[src/rtl/dffram_arb_pkg.sv]
// Shared types and defaults for the DFFRAM512x32 round-robin arbiter.
package dffram_arb_pkg;

    localparam int A_WIDTH  = 9;
    localparam int D_WIDTH  = 32;
    localparam int BE_WIDTH = 4;

    typedef enum logic [1:0] {ARB, LOCKED, DUMP} state_t;

    // Index width for n items, never less than one bit.
    function automatic int clog2_min1(input int n);
        int r;
        r = 0;
        while ((1 << r) < n) r++;
        return (r < 1) ? 1 : r;
    endfunction

endpackage

[src/rtl/dffram_arbiter_rr_pick.sv]
// Combinational round-robin picker: first valid bit at or after ptr, wrapping modulo N.
module rr_pick import dffram_arb_pkg::*; #(
    parameter int N  = 2,
    parameter int IW = clog2_min1(N)
) (
    input  logic [N-1:0]  valid,
    input  logic [IW-1:0] ptr,
    output logic [N-1:0]  grant,
    output logic [IW-1:0] idx,
    output logic          any
);

    int unsigned c;

    always_comb begin
        grant = '0;
        idx   = '0;
        any   = 1'b0;
        c     = 0;
        for (int unsigned k = 0; k < N; k++) begin
            c = (32'(ptr) + k) % N;
            if (!any && valid[c]) begin
                any      = 1'b1;
                grant[c] = 1'b1;
                idx      = IW'(c);
            end
        end
    end

endmodule

[src/rtl/dffram_arbiter.sv]
// Round-robin arbiter sharing one DFFRAM512x32 between NUM_REQ requesters, with locked bursts.
// Optional RAM dump sequencing is enabled by defining DFFRAM_ARB_DUMP_EN.
module dffram_arbiter #(
    parameter int NUM_REQ  = 2,
    parameter int A_WIDTH  = dffram_arb_pkg::A_WIDTH,
    parameter int D_WIDTH  = dffram_arb_pkg::D_WIDTH,
    parameter int MAX_LOCK = 8
) (
    input  logic                          CLK,
    input  logic                          RST_N,
    input  logic [NUM_REQ-1:0]            req_valid,
    input  logic [NUM_REQ-1:0]            req_lock,
    input  logic [NUM_REQ*(D_WIDTH/8)-1:0] req_we,
    input  logic [NUM_REQ*A_WIDTH-1:0]    req_addr,
    input  logic [NUM_REQ*D_WIDTH-1:0]    req_wdata,
    output logic [NUM_REQ-1:0]            req_ready,
    output logic [NUM_REQ-1:0]            rsp_valid,
    output logic [D_WIDTH-1:0]            rsp_rdata,
    output logic                          ram_en,
    output logic [(D_WIDTH/8)-1:0]        ram_we,
    output logic [A_WIDTH-1:0]            ram_a,
    output logic [D_WIDTH-1:0]            ram_di,
    input  logic [D_WIDTH-1:0]            ram_do,
`ifdef DFFRAM_ARB_DUMP_EN
    input  logic                          dump_req,
    output logic                          dump_done,
`endif
    output logic                          ram_write
);
    import dffram_arb_pkg::*;

    localparam int BE = D_WIDTH / 8;
    localparam int IW = clog2_min1(NUM_REQ);
    localparam int LW = clog2_min1(MAX_LOCK + 1);

    state_t              state, state_nx;
    logic [IW-1:0]       rr_ptr, rr_ptr_nx, owner, owner_nx;
    logic [LW-1:0]       lock_cnt, lock_cnt_nx;
    logic [NUM_REQ-1:0]  elig, pick_grant, grant;
    logic [IW-1:0]       pick_idx;
    logic                pick_any, fire, dump_go;
    logic [BE-1:0]       sel_we;

    function automatic logic [IW-1:0] wrap_inc(input logic [IW-1:0] i);
        return (int'(i) == NUM_REQ - 1) ? '0 : i + 1'b1;
    endfunction

    // While locked only the owner competes; in DUMP nobody does.
    always_comb begin
        elig = '0;
        if (state == ARB)         elig = req_valid;
        else if (state == LOCKED) elig = req_valid & (NUM_REQ'(1) << owner);
    end

    rr_pick #(.N(NUM_REQ), .IW(IW)) u_pick (
        .valid (elig),
        .ptr   (rr_ptr),
        .grant (pick_grant),
        .idx   (pick_idx),
        .any   (pick_any)
    );

    assign fire      = RST_N && pick_any && !dump_go;
    assign grant     = fire ? pick_grant : '0;
    assign sel_we    = req_we[int'(pick_idx)*BE +: BE];
    assign req_ready = grant;
    assign ram_en    = fire;
    assign ram_we    = fire ? sel_we : '0;
    assign ram_a     = fire ? req_addr[int'(pick_idx)*A_WIDTH +: A_WIDTH] : '0;
    assign ram_di    = fire ? req_wdata[int'(pick_idx)*D_WIDTH +: D_WIDTH] : '0;
    assign rsp_rdata = ram_do;

    always_comb begin
        state_nx    = state;
        rr_ptr_nx   = rr_ptr;
        owner_nx    = owner;
        lock_cnt_nx = lock_cnt;
        unique case (state)
            ARB: begin
                if (dump_go) begin
                    state_nx = DUMP;
                end else if (fire) begin
                    rr_ptr_nx = wrap_inc(pick_idx);
                    if (req_lock[pick_idx] && MAX_LOCK > 1) begin
                        state_nx    = LOCKED;
                        owner_nx    = pick_idx;
                        lock_cnt_nx = LW'(1);
                    end
                end
            end
            LOCKED: begin
                if (fire) begin
                    lock_cnt_nx = lock_cnt + 1'b1;
                    if (!req_lock[owner] || lock_cnt_nx == LW'(MAX_LOCK)) begin
                        state_nx    = ARB;
                        rr_ptr_nx   = wrap_inc(owner);
                        lock_cnt_nx = '0;
                    end
                end
            end
            DUMP:    state_nx = ARB;
            default: state_nx = ARB;
        endcase
    end

    always_ff @(posedge CLK or negedge RST_N) begin
        if (!RST_N) begin
            state     <= ARB;
            rr_ptr    <= '0;
            owner     <= '0;
            lock_cnt  <= '0;
            rsp_valid <= '0;
        end else begin
            state     <= state_nx;
            rr_ptr    <= rr_ptr_nx;
            owner     <= owner_nx;
            lock_cnt  <= lock_cnt_nx;
            rsp_valid <= (fire && sel_we == '0) ? grant : '0;
        end
    end

`ifdef DFFRAM_ARB_DUMP_EN
    logic dump_armed;

    // dump_armed blocks re-entry until dump_req has been seen low.
    assign dump_go = (state == ARB) && dump_req && !dump_armed;

    always_ff @(posedge CLK or negedge RST_N) begin
        if (!RST_N) begin
            ram_write  <= 1'b0;
            dump_done  <= 1'b0;
            dump_armed <= 1'b0;
        end else begin
            ram_write <= dump_go;
            dump_done <= (state == DUMP);
            if (dump_go)       dump_armed <= 1'b1;
            else if (!dump_req) dump_armed <= 1'b0;
        end
    end
`else
    assign dump_go   = 1'b0;
    assign ram_write = 1'b0;
`endif

endmodule

[config.mk]
export PLATFORM = sky130hd
export DESIGN_NAME = dffram_arbiter
export DESIGN_NICKNAME = d
export VERILOG_FILES = /design/src/rtl/dffram_arb_pkg.sv /design/src/rtl/dffram_arbiter_rr_pick.sv /design/src/rtl/dffram_arbiter.sv
export SDC_FILE = /design/constraint.sdc
export NUM_CORES = 1
export LEC_CHECK = 0
export BUFFER_PORTS_ARGS = -buffer_cell sky130_fd_sc_hd__buf_2
export CORE_AREA = 2 2 81 83
export DETAILED_ROUTE_END_ITERATION = 7
export DIE_AREA = 0 0 83 85
export GPL_TIMING_DRIVEN = 0
export PLACE_DENSITY = 0.78
export RECOVER_POWER = 50
export SYNTH_ARGS = -nofsm -noshare
export SYNTH_HDL_FRONTEND = slang
export SYNTH_SLANG_ARGS = --single-unit
[constraint.sdc]
create_clock -name CLK -period 4.18 [get_ports CLK]
set_input_delay 0.627 -clock CLK [delete_from_list [all_inputs] [get_ports CLK]]
set_output_delay 0.627 -clock CLK [all_outputs]
set_load 0.05 [all_outputs]
==> results of run 1 <==
## cell families after synthesis
| kind of cell | count (synthesis) | share of synthesized area, % |
|---|---|---|
| XOR/XNOR | 2 | 1.18 |
| multiplexers | 4 | 2.79 |
| adder cells (fa/ha/maj) | 2 | 1.69 |
| other | 1 | 0.253 |
| buffers and inverters | 52 | 22.0 |
| AND/OR/NAND/NOR | 112 | 30.7 |
| flip-flops | 9 | 15.2 |
| AO/OA/AOI/OAI | 64 | 26.2 |
## critical path, cell delays in order
cell and delay, ps:
clkbuf_1 500, o221ai_1 430, clkbuf_1 360, buf_2 260, a21oi_1 190, buf_2 300
## flip-flops by register name, summed over array words and instances, names as in the netlist
signal	count
lock_cnt	4
owner	1
rr_ptr	1
rsp_valid	2
state	1
## final timing paths
path	startpoint	endpoint	cells past startpoint
worst max-delay path	RST_N	ram_di[23]	6
worst min-delay path	RST_N	rr_ptr	1
worst max register to register	owner	lock_cnt[3]	6
worst min register to register	rr_ptr	rr_ptr	2
max in group asynchronous	RST_N	rsp_valid[0]	1
min in group CLK	rr_ptr	rr_ptr	2
## placed cells by master, fill, tap and decap left out
cell and count:
clkbuf_8 3, o21ai_1 1, buf_2 145, inv_1 3, mux2i_1 3, xnor2_1 2, a41oi_1 1, o221ai_1 1
or3_1 1, o31ai_1 1, a22o_1 1, clkbuf_1 49, nor2_1 4, o21ai_0 4, o2111a_1 1, conb_1 1
a32o_1 1, and2_1 2, buf_4 33, a31oi_1 1, nand2_1 95, and4_1 2, nand2b_1 2, o41ai_1 1
ha_1 2, and3_1 2, a21oi_1 46, dfrtp_1 9, a31o_2 1, nor4_1 1, a211o_1 1, a211oi_1 1
mux2_2 1, o211a_1 2, nand3_1 3
## report_power, final
part           internal, uW  switching (uW)
clock                  66.5            35.0
sequential              115            36.5
combinational           238             640
## routing by layer
metal | GRT usage (%) | wire [um] | vias up
li1 | - | - | 1151
met1 | 17.9 | 2380 | 998
met2 | 30.6 | 3180 | 153
met3 | 3.11 | 560 | 7
met4 | 3.58 | 66 | 0
met5 | 0 | 0 | -
## area by class of cell
type / count / area (sq um) / area share [%]
buffer: 49 / 312 / 12.7
clock buffer: 4 / 45.0 / 1.84
inverter: 3 / 11.3 / 0.461
multi-input combinational: 185 / 912 / 37.3
sequential: 9 / 225 / 9.22
tap: 77 / 96.3 / 3.94
timing repair buffer: 177 / 842 / 34.5
## per-stage QoR
stage,setup slack [ps],utilization (%)
2_1_floorplan,1360,-
3_3_place_gp,1220,39.7
3_5_place_dp,1210,39.7
4_1_cts,1190,40.4
5_1_grt,640,39.4
6_report,875,39.4
==> flow_summary.toml, run 1 <==
[logic_synthesis]
ys_async_sr_fraction_pct = 100
synth.distinct_cells = 35
synth_cells = 246
synth_seq_cells = 9
synth_area_sq_um = 1480
synth_edf_count = 0
yosys-top-cells-area = "nand2_1 24%, buf_4 17%, a21oi_1 16%, dfrtp_1 15%, clkbuf_1 2.5%"
synth_top_cell_by_area = "nand2_1"
syn_avg_cell_area_sq_um = 6.02
syn-num-nets = 376
synth-main-ff-cell = "dfrtp_1"
yosysMostFrequentCell = "nand2_1"
synth_top_area_share_pct = 24.1
netlist_top_cells_count = "95 x nand2_1, 46 x a21oi_1, 33 x buf_4, 10 x clkbuf_1, 9 x dfrtp_1"
yosysWarnings = 0
seq_area_frac_synth_pct = 15.2

[flow_run]
maxCapViolations = 0

[place]
dp_hpwl_um = 5100
gp_congestion = 0.817
dpl_cell_area_sq_um = 2460
port_buffers = 177
place_inst = 500

[timing]
final.setup.tns_ps = 0
worst_pin_slew_ps = 676
slew_violations = 0
fin_crit_ps = 3310
fin_worst_skew_ps = 0.876
rsz0062_at_grt = "no"
final-setup-viol-count = 0
finalHoldViolCount = 0
relSlewSlack_pct = 54.9
fmax_mhz = 303
whs_ps = 407
fin_crit_sh_pct = 79.1

[global_route]
overflow = 0
grt_pass1_vias = 2139
grt_max_degree = 14
gr-usage-all-layers_pct = 15.8
grt_pass1_wl_um = 9400
grt_antenna_before_repair = 0

[power_and_ir_drop]
power.total_uw = 1130
ir_worst_vdd_mv = 0.208
powerDensity_nw_per_um2 = 463
p_leak_uw = 0.00141

[cts]
cts_tree = "built"
cts_sinks = 9
h-tree-depth = 1
cts_resized = 0
post_cts_buffers = 0
numCtsBuffers = 3
clk-insertion-delay-late_ps = 230
clk_pin_slew_ps = 50
holdBufCountCts = 0
ctsLongestPathBuffers = 2
cts_root_buf = "clkbuf_8"

[final_layout]
final_area_sq_um = 2440
nFillCells = 679
antennaDiodeCount = 0
layout.cells.non_filler = 504
area_delta_synth_final_pct = 64.9
nets = 558
drive_above_1_share_pct = 42.9

[detailed_routing]
drc = 0
wl_um = 6190
wl_per_cell_um = 12.3
first_iter_violations = 87
drtPass1Iterations = 5
via_per_inst = 4.58
vias = 2309
postRouteAntennaNets = 0

[critical_path]
path_class = "input port to output port"
cp_data_required_time_ps = 3550
r2r_slack_ps = 2080
path_max_fanout = 13
crit_arrival_ps = 2680
startpoint_type = "input port"
crit_path_end_kind = "output port"

[die]
dieArea_sq_um = 7060
coreArea_sq_um = 6200
start_util_pct = 23.9
die_w_um = 83
rows = 29
die_h_um = 85
num_io_pins = 211

[hold_path]
hold_path_class = "input port to async pin"

[outcome]
status = "complete, no violations"
(Power assumes the default switching activity.)
==> run 2, diff against run 1 <==
==> constraint.sdc (replaced) <==
create_clock -name CLK -period 3.2 [get_ports CLK]
set_input_delay 0.48 -clock CLK [delete_from_list [all_inputs] [get_ports CLK]]
set_output_delay 0.48 -clock CLK [all_outputs]
set_load 0.05 [all_outputs]
==> run 2 against run 1 <==
  * Cell count is the same
  * Global-route usage is the same
  * Non-clock buffer count is the same
  * Power grew 31%
  * Combinational power grew 32%
  * Core utilization grew 0.32 points
  * First-iteration DRC count grew 4.6%
  * Critical path type unchanged
==> flow_summary.toml, run 2 (same netlist as run 1, synthesis figures left out) <==
[outcome]
status = "complete, no violations"

[timing]
fin_crit_ps = 2880
fin_worst_skew_ps = 0.525
fin_crit_sh_pct = 90.0
final.setup.tns_ps = 0
rsz0062_at_grt = "no"
worst_pin_slew_ps = 755
fmax_mhz = 347
slew_violations = 0
whs_ps = 294
relSlewSlack_pct = 49.7
finalHoldViolCount = 0
final-setup-viol-count = 0

[die]
num_io_pins = 211
rows = 29
die_h_um = 85
dieArea_sq_um = 7060
coreArea_sq_um = 6200
die_w_um = 83
start_util_pct = 23.9

[detailed_routing]
vias = 2293
drtPass1Iterations = 5
via_per_inst = 4.55
first_iter_violations = 91
drc = 0
postRouteAntennaNets = 0
wl_per_cell_um = 12.2
wl_um = 6170

[final_layout]
mostFrequentLayoutCell = "buf_2"
top_regs = "lock_cnt x4, rsp_valid x2"
regMostFlops = "lock_cnt"
layout_common_cells = "147 x buf_2, 95 x nand2_1, 47 x clkbuf_1"
nets = 558
drive_above_1_share_pct = 43.8
postLayoutCoreUtil_pct = 39.7
area_delta_synth_final_pct = 66.3
largest_reg_flops = 4
antennaDiodeCount = 0

[power_and_ir_drop]
powerDensity_nw_per_um2 = 603
p_leak_uw = 0.00142
ir_worst_vdd_mv = 0.272

[critical_path]
rr_worst_depth = 6
path_max_fanout = 13
crit_arrival_ps = 2400
cp_data_required_time_ps = 2720
path_class = "input port to output port"
startpoint_type = "input port"
crit_path_end_kind = "output port"

[place]
gp_congestion = 0.817
port_buffers = 177
dp_hpwl_um = 5100

[cts]
clk_pin_slew_ps = 50
holdBufCountCts = 0
post_cts_buffers = 0
clk-insertion-delay-late_ps = 230
cts_sinks = 9
cts_tree = "built"
ctsLongestPathBuffers = 2
cts_root_buf = "clkbuf_8"
cts_resized = 0
numCtsBuffers = 3
h-tree-depth = 1

[global_route]
overflow = 0
grt_pass1_wl_um = 9400
grt_max_degree = 14
gr-usage-all-layers_pct = 15.8
grt_antenna_before_repair = 0
grt_pass1_vias = 2139

[hold_path]
hold_path_class = "input port to async pin"

[flow_run]
maxCapViolations = 0
run 2: cell types whose count changed in the layout (fill, tap and decap cells not counted):
cell      delta
buf_2        +2
clkbuf_1     -2
inv_1        -1
inv_2        +1
o221ai_1     -1
o221ai_4     +1
run 2: cell type report:
class                   count  area (sq um)
fillers                   674          3740
plain buffers              49           314
clock buffers               4          45.0
flip-flops and latches      9           225
well taps                  77          96.3
inverters                   3          11.3
multi-input cells         185           930
repair buffers            177           842
run 2: final timing paths:
check / startpoint / endpoint / slack [ps]
worst max-delay path: RST_N / ram_di[23] / 320
worst min-delay path: RST_N / rr_ptr / 290
worst max register to register: owner / state[0] / 1280
worst min register to register: rr_ptr / rr_ptr / 570
max in group asynchronous: RST_N / rsp_valid[0] / 2430
min in group CLK: req_we[3] / rsp_valid[0] / 560
run 2: per-stage QoR:
stage               instances  setup slack, ps  instance area [sq um]  power (uW)
floorplan                 246              618                   1480        1070
global placement          500              533                   2460        1340
detailed placement        500              521                   2460        1370
CTS                       504              352                   2510        1500
global route              504              136                   2460        1600
finish                    504              322                   2460        1490
run 2: per-layer routing:
layer / routed length (um) / track usage, % / up-vias / share of wire (%)
li1: - / - / 1151 / -
met1: 2360 / 17.9 / 987 / 38
met2: 3180 / 30.6 / 148 / 52
met3: 557 / 3.11 / 7 / 9.0
met4: 65 / 3.58 / 0 / 1.1
met5: 0 / 0 / - / 0
run 2: critical path, cell delays in order:
cell and delay [ps]:
clkbuf_1 560, o221ai_4 280, clkbuf_1 320, buf_2 270, a21oi_1 190, buf_2 300
run 2: power by group:
part | internal [uW] | leakage [uW] | switching, uW | total, uW
sequential | 151 | 0.000113 | 47.0 | 198
clock | 86.8 | 0.0000228 | 45.2 | 132
combinational | 315 | 0.00129 | 841 | 1160
total | 553 | 0.00142 | 933 | 1490
